===== src/rtl/fifo_rr_arbiter_pkg.sv =====
// rtl/fifo_rr_arbiter_pkg.sv - shared widths, grant type and round-robin search for the FIFO arbiter
package fifo_rr_arbiter_pkg;

  localparam int DATA_BITS = 10;
  localparam int NUM_IN    = 4;
  localparam int SEL_BITS  = 2;
  localparam int CNT_BITS  = 8;

  typedef struct packed {
    logic                valid;
    logic [SEL_BITS-1:0] idx;
  } grant_t;

  // First requester found searching ptr+1, ptr+2, ... modulo NUM_IN.
  // Walks the candidates from farthest to nearest so the nearest one wins
  // without needing an early exit.
  function automatic grant_t rr_search(input logic [NUM_IN-1:0] req,
                                       input logic [SEL_BITS-1:0] ptr);
    grant_t g;
    int     cand;
    g = '0;
    for (int k = NUM_IN; k >= 1; k--) begin
      cand = (int'(ptr) + k) % NUM_IN;
      if (req[cand]) begin
        g.valid = 1'b1;
        g.idx   = SEL_BITS'(cand);
      end
    end
    return g;
  endfunction

endpackage


===== src/rtl/fifo_rr_arbiter_if.sv =====
// rtl/fifo_rr_arbiter_if.sv - upstream pop and downstream push signals of the FIFO arbiter
interface fifo_rr_arbiter_if import fifo_rr_arbiter_pkg::*; ();

  logic [NUM_IN-1:0]           fifo_empty_in;
  logic [NUM_IN*DATA_BITS-1:0] fifo_data_in;
  logic [NUM_IN-1:0]           fifo_read_out;
  logic                        down_almost_full_in;
  logic                        down_full_in;
  logic [DATA_BITS-1:0]        data_out;
  logic                        push_out;

  // Surroundings: upstream FIFOs and downstream FIFO flags
  modport master (
    output fifo_empty_in, fifo_data_in, down_almost_full_in, down_full_in,
    input  fifo_read_out, data_out, push_out
  );

  // The arbiter itself
  modport slave (
    input  fifo_empty_in, fifo_data_in, down_almost_full_in, down_full_in,
    output fifo_read_out, data_out, push_out
  );

endinterface


===== src/rtl/fifo_rr_arbiter_pick.sv =====
// rtl/fifo_rr_arbiter_pick.sv - combinational round-robin pick: (req, ptr) -> (grant, grant_v)
module fifo_rr_pick import fifo_rr_arbiter_pkg::*; (
  input  logic [NUM_IN-1:0]   req,
  input  logic [SEL_BITS-1:0] ptr,
  output logic [SEL_BITS-1:0] grant,
  output logic                grant_v
);

  grant_t g;

  assign g       = rr_search(req, ptr);
  assign grant   = g.idx;
  assign grant_v = g.valid;

endmodule


===== src/rtl/fifo_rr_arbiter.sv =====
// rtl/fifo_rr_arbiter.sv - round-robin merge of NUM_IN FIFOs into one stream; ARB_COUNT_EN adds per-input word counters
module fifo_rr_arbiter import fifo_rr_arbiter_pkg::*; (
  input  logic                     clk,
  input  logic                     reset,
  fifo_rr_arbiter_if.slave         bus,
  output logic                     idle_out,
  output logic                     error_arb_out
`ifdef ARB_COUNT_EN
  ,
  output logic [NUM_IN*CNT_BITS-1:0] count_out
`endif
);

  logic [SEL_BITS-1:0] ptr;
  logic [SEL_BITS-1:0] grant;
  logic                grant_v;
  logic [NUM_IN-1:0]   req;
  logic                pop_en;
  logic                pop_v1;
  logic [SEL_BITS-1:0] src1;

  assign req = ~bus.fifo_empty_in;

  fifo_rr_pick u_pick (
    .req     (req),
    .ptr     (ptr),
    .grant   (grant),
    .grant_v (grant_v)
  );

  // Pops are held off while reset is low so nothing leaves the FIFOs unseen
  assign pop_en = grant_v & ~bus.down_almost_full_in & reset;

  // One-hot pop strobe for the granted FIFO
  always_comb begin
    bus.fifo_read_out = '0;
    if (pop_en) bus.fifo_read_out[grant] = 1'b1;
  end

  // Pointer, pop/index pipeline and registered push to the downstream FIFO
  always_ff @(posedge clk or negedge reset) begin
    if (!reset) begin
      ptr          <= SEL_BITS'(NUM_IN - 1);
      pop_v1       <= 1'b0;
      src1         <= '0;
      bus.push_out <= 1'b0;
      bus.data_out <= '0;
    end else begin
      if (pop_en) ptr <= grant;
      pop_v1       <= pop_en;
      src1         <= grant;
      bus.push_out <= pop_v1;
      if (pop_v1) bus.data_out <= bus.fifo_data_in[int'(src1)*DATA_BITS +: DATA_BITS];
    end
  end

  // Sticky flag: a push landed on a full downstream FIFO
  always_ff @(posedge clk or negedge reset) begin
    if (!reset) error_arb_out <= 1'b0;
    else if (bus.push_out && bus.down_full_in) error_arb_out <= 1'b1;
  end

  assign idle_out = ~|bus.fifo_read_out & ~pop_v1 & ~bus.push_out;

`ifdef ARB_COUNT_EN
  logic [CNT_BITS-1:0] cnt [NUM_IN];

  // Saturating count of words forwarded per source, updated with the push
  always_ff @(posedge clk or negedge reset) begin
    if (!reset) begin
      for (int i = 0; i < NUM_IN; i++) cnt[i] <= '0;
    end else if (pop_v1 && (cnt[src1] != '1)) begin
      cnt[src1] <= cnt[src1] + CNT_BITS'(1);
    end
  end

  // Flatten the counters onto the output bus
  always_comb begin
    count_out = '0;
    for (int i = 0; i < NUM_IN; i++) count_out[i*CNT_BITS +: CNT_BITS] = cnt[i];
  end
`endif

endmodule


===== src/flat_wrapper.sv =====
// flat-port wrapper written by rule: the top's interface ports become plain ports
module fifo_rr_arbiter_flat import fifo_rr_arbiter_pkg::*;
  (clk, reset, idle_out, error_arb_out, bus_fifo_empty_in, bus_fifo_data_in, bus_down_almost_full_in, bus_down_full_in, bus_fifo_read_out, bus_data_out, bus_push_out);
  fifo_rr_arbiter_if bus_i ();
  input  logic clk;
  input  logic reset;
  output logic idle_out;
  output logic error_arb_out;
  input wire logic [$bits(bus_i.fifo_empty_in)-1:0] bus_fifo_empty_in;
  input wire logic [$bits(bus_i.fifo_data_in)-1:0] bus_fifo_data_in;
  input wire logic [$bits(bus_i.down_almost_full_in)-1:0] bus_down_almost_full_in;
  input wire logic [$bits(bus_i.down_full_in)-1:0] bus_down_full_in;
  output wire logic [$bits(bus_i.fifo_read_out)-1:0] bus_fifo_read_out;
  output wire logic [$bits(bus_i.data_out)-1:0] bus_data_out;
  output wire logic [$bits(bus_i.push_out)-1:0] bus_push_out;
  assign bus_i.fifo_empty_in = bus_fifo_empty_in;
  assign bus_i.fifo_data_in = bus_fifo_data_in;
  assign bus_i.down_almost_full_in = bus_down_almost_full_in;
  assign bus_i.down_full_in = bus_down_full_in;
  assign bus_fifo_read_out = bus_i.fifo_read_out;
  assign bus_data_out = bus_i.data_out;
  assign bus_push_out = bus_i.push_out;
  fifo_rr_arbiter u_core (.clk(clk), .reset(reset), .bus(bus_i), .idle_out(idle_out), .error_arb_out(error_arb_out));
endmodule

===== config.mk =====
export PLATFORM = sky130hd
export DESIGN_NAME = fifo_rr_arbiter_flat
export DESIGN_NICKNAME = d
export VERILOG_FILES = /design/src/rtl/fifo_rr_arbiter_pkg.sv /design/src/rtl/fifo_rr_arbiter_if.sv /design/src/rtl/fifo_rr_arbiter_pick.sv /design/src/rtl/fifo_rr_arbiter.sv /design/src/flat_wrapper.sv
export SDC_FILE = /design/constraint.sdc
export NUM_CORES = 1
export LEC_CHECK = 0
export CORE_ASPECT_RATIO = 2
export CORE_MARGIN = 4
export CORE_UTILIZATION = 35
export DETAILED_ROUTE_END_ITERATION = 10
export GPL_ROUTABILITY_DRIVEN = 0
export GPL_TIMING_DRIVEN = 0
export PLACE_DENSITY = 0.84
export SLEW_MARGIN = 40
export SYNTH_ARGS = -nofsm -noshare
export SYNTH_HDL_FRONTEND = slang
export SYNTH_SLANG_ARGS = --single-unit

===== constraint.sdc =====
create_clock -name clk -period 2.01 [get_ports clk]
set_input_delay 0.402 -clock clk [delete_from_list [all_inputs] [get_ports clk]]
set_output_delay 0.402 -clock clk [all_outputs]
set_load 0.02 [all_outputs]

==> flow_summary.ini <==
[sta]
skew_ns = 0.00323
finalCriticalPeriod_ns = 2.09
rsz0062_at_grt = true
worst_pin_slew_ns = 0.569
fin_crit_sh_pct = 104
relSlewSlack_pct = 62.0
setup_viol = 4
slew_viol_final = 0
hold_slack_ns = 0.0764
setup_slack_ns = -0.0799
finalHoldViolCount = 0
fmax_mhz = 478

[route]
drt_pass1_iterations = 4
route.final.wire_length_um = 2950
drc_errors = 0
via_per_inst = 5.26
vias = 873
ant_nets = 0
wl_per_cell_um = 17.8
initialDrtViolationCount = 10

[pwr]
peakVddDrop_mv = 0.566
powerDensity_nw_per_um2 = 968
p_total_mw = 1.69
cellLeakagePower_nw = 0.722

[global_route]
met2_usage_pct = 33.8
grt_pass1_vias = 1042
gr-total-overflow = 0
antenna_found_initial = 0
use_met3_pct = 3.07
top_usage_layer = met2
grt_max_degree = 19
grt_pass1_wl_um = 4660
met1_usage_pct = 16.9
grtUsageTotal_pct = 17.3

[finish]
final_cell_mix = 54 x clkdlybuf4s50_1, 15 x dfrtp_1, 10 x mux4_2, 10 x mux2_2, 7 x buf_4
syn_to_final_growth_pct = 82.4
num_antenna_cells = 0
drive_gt1_share_pct = 36.2
fin_nets = 187
layout_commonest_cell = clkdlybuf4s50_1

[critical_path]
critPathBufInv = 1
r2r-start = u_core.ptr[1]$_DFFE_PN1P_
end_kind = output port
worst-r2r-cell-count = 6
worst_path_max_delay_cell = dfstp_2
crit_chain = mux2_4 -> o22ai_2 -> a21o_4 -> and3b_2 -> buf_6
worst_ep_required_time_ns = 1.61
setup.worst_path.start = u_core.ptr[1]$_DFFE_PN1P_
cp_num_cells = 5
worstSetupPathType = reg -> out
start_kind = register
worstSetupEndpoint = bus_fifo_read_out[0]
critPathMaxFanout = 4
reg2reg_slack_ns = 0.44
slowest_delay_ns = 0.58
worstPathArrival_ns = 1.69
r2r_end = u_core.ptr[0]$_DFFE_PN1P_
crit_family = flip-flops

[cts]
clockBufferDepth = 2
root_buffer = clkbuf_8
insertion_delay_ns = 0.25
htree_levels = 1
cts_buffers = 3
cts_tree = done
holdBufCountCts = 0
cts_sinks = 17
path_clk_slew_ns = 0.07

[synthesis]
netlist_top_cells_area = dfrtp_1 39%, mux4_2 24%, mux2_2 12%
yosys_warnings = 0
synth_nets = 114
yosys.area.top_type = dfrtp_1
synth_area_sq_um = 957
netlist_instances = 66
seq_area_frac_synth_pct = 44.7
avgSynthCellArea_sq_um = 14.5
synth_top_area_share_pct = 39.2
ys_seq_elements = 17
netlist-cell-type-count = 25

[job]
drv_cap = 0

[run_status]
violations = setup timing
status = finished, violations left

[placed_design]
port_buffers = 64
hpwl_um = 2450

[floorplanning]
die_h_um = 82.0
ios = 65
die_area_sq_um = 3690
rows = 26
start_util_pct = 36.8
fp.dieW_um = 45.0
core-area_sq_um = 2600

[min_path]
hold_path.class = in -> async
==> repair_timing <==
item	CTS	global route
endpoints found under the setup margin	5	4
gates resized for setup	46	2
pin swaps	2	0
setup buffers	3	1
==> cells in the mapped netlist (all sizes together) <==
library cell / count
nand3: 1
and3: 1
clkbuf: 2
o211a: 1
mux4: 10
and3b: 2
dfrtp: 15
o21ai: 3
nand2b: 1
buf: 1
nand4: 1
mux2: 12
nor2b: 1
a21o: 2
nand2: 2
nor3: 1
dfstp: 2
a31oi: 1
inv: 3
o22ai: 1
nor2: 3
==> cells by family (layout without fill, tap and decap cells) <==
| logic type | after synthesis | count (layout) | share of synthesized area [%] |
|---|---|---|---|
| multiplexers | 22 | 22 | 38.0 |
| flip-flops | 17 | 17 | 44.7 |
| AND/OR/NAND/NOR | 13 | 13 | 7.71 |
| AO/OA/AOI/OAI | 8 | 8 | 6.27 |
| buffers and inverters | 6 | 78 | 3.27 |
==> metal layers <==
metal	routed length, um	share of wire (%)	vias to the layer above
met5	0	0	-
met2	1780	60	37
met3	210	7.1	2
met4	22	0.75	0
met1	936	32	434
li1	-	-	400
==> worst min-delay path by stage <==
stage | startpoint | to
2_1_floorplan | reset | u_core.bus.data_out[0]$_DFFE_PN0P_
3_3_place_gp | u_core.pop_v1$_DFF_PN0_ | u_core.bus.push_out$_DFF_PN0_
3_5_place_dp | u_core.pop_v1$_DFF_PN0_ | u_core.bus.push_out$_DFF_PN0_
4_1_cts | reset | u_core.bus.data_out[4]$_DFFE_PN0P_
5_1_grt | reset | u_core.bus.data_out[4]$_DFFE_PN0P_
6_report | reset | u_core.error_arb_out$_DFFE_PN0P_
==> stage by stage <==
stage	area, sq um	setup slack, ns	utilization (%)	TNS, ns	instances
3_3_place_gp	1630	-1.13	62.7	-5.50	158
2_1_floorplan	957	0.139	-	0	66
5_1_grt	1750	-0.126	67.1	-0.409	166
6_report	1750	-0.0799	67.1	-0.187	166
3_5_place_dp	1630	-1.16	62.7	-5.71	158
4_1_cts	1740	-0.0997	66.9	-0.257	165
==> layout make-up <==
type                            count  area (sq um)
Multi-Input combinational cell     43           549
Tap cell                           28          35.0
Fill cell                         207           857
Buffer                              3          20.0
Clock inverter                      1          5.00
Inverter                            3          11.3
Clock buffer                        3          41.3
Timing Repair Buffer               68           656
Sequential cell                    17           428
==> where the power goes <==
group | total, mW | switching [mW] | internal (mW)
logic | 0.893 | 0.365 | 0.528
registers | 0.543 | 0.0715 | 0.472
clock network | 0.254 | 0.116 | 0.137
==> sequential cells by signal, indices dropped and copies added (netlist names) <==
signal and flops:
u_core.error_arb_out 1, u_core.bus.push_out 1, u_core.pop_v1 1, u_core.src1 2, u_core.ptr 2, u_core.bus.data_out 10
Power figures use the tool's default switching activity.
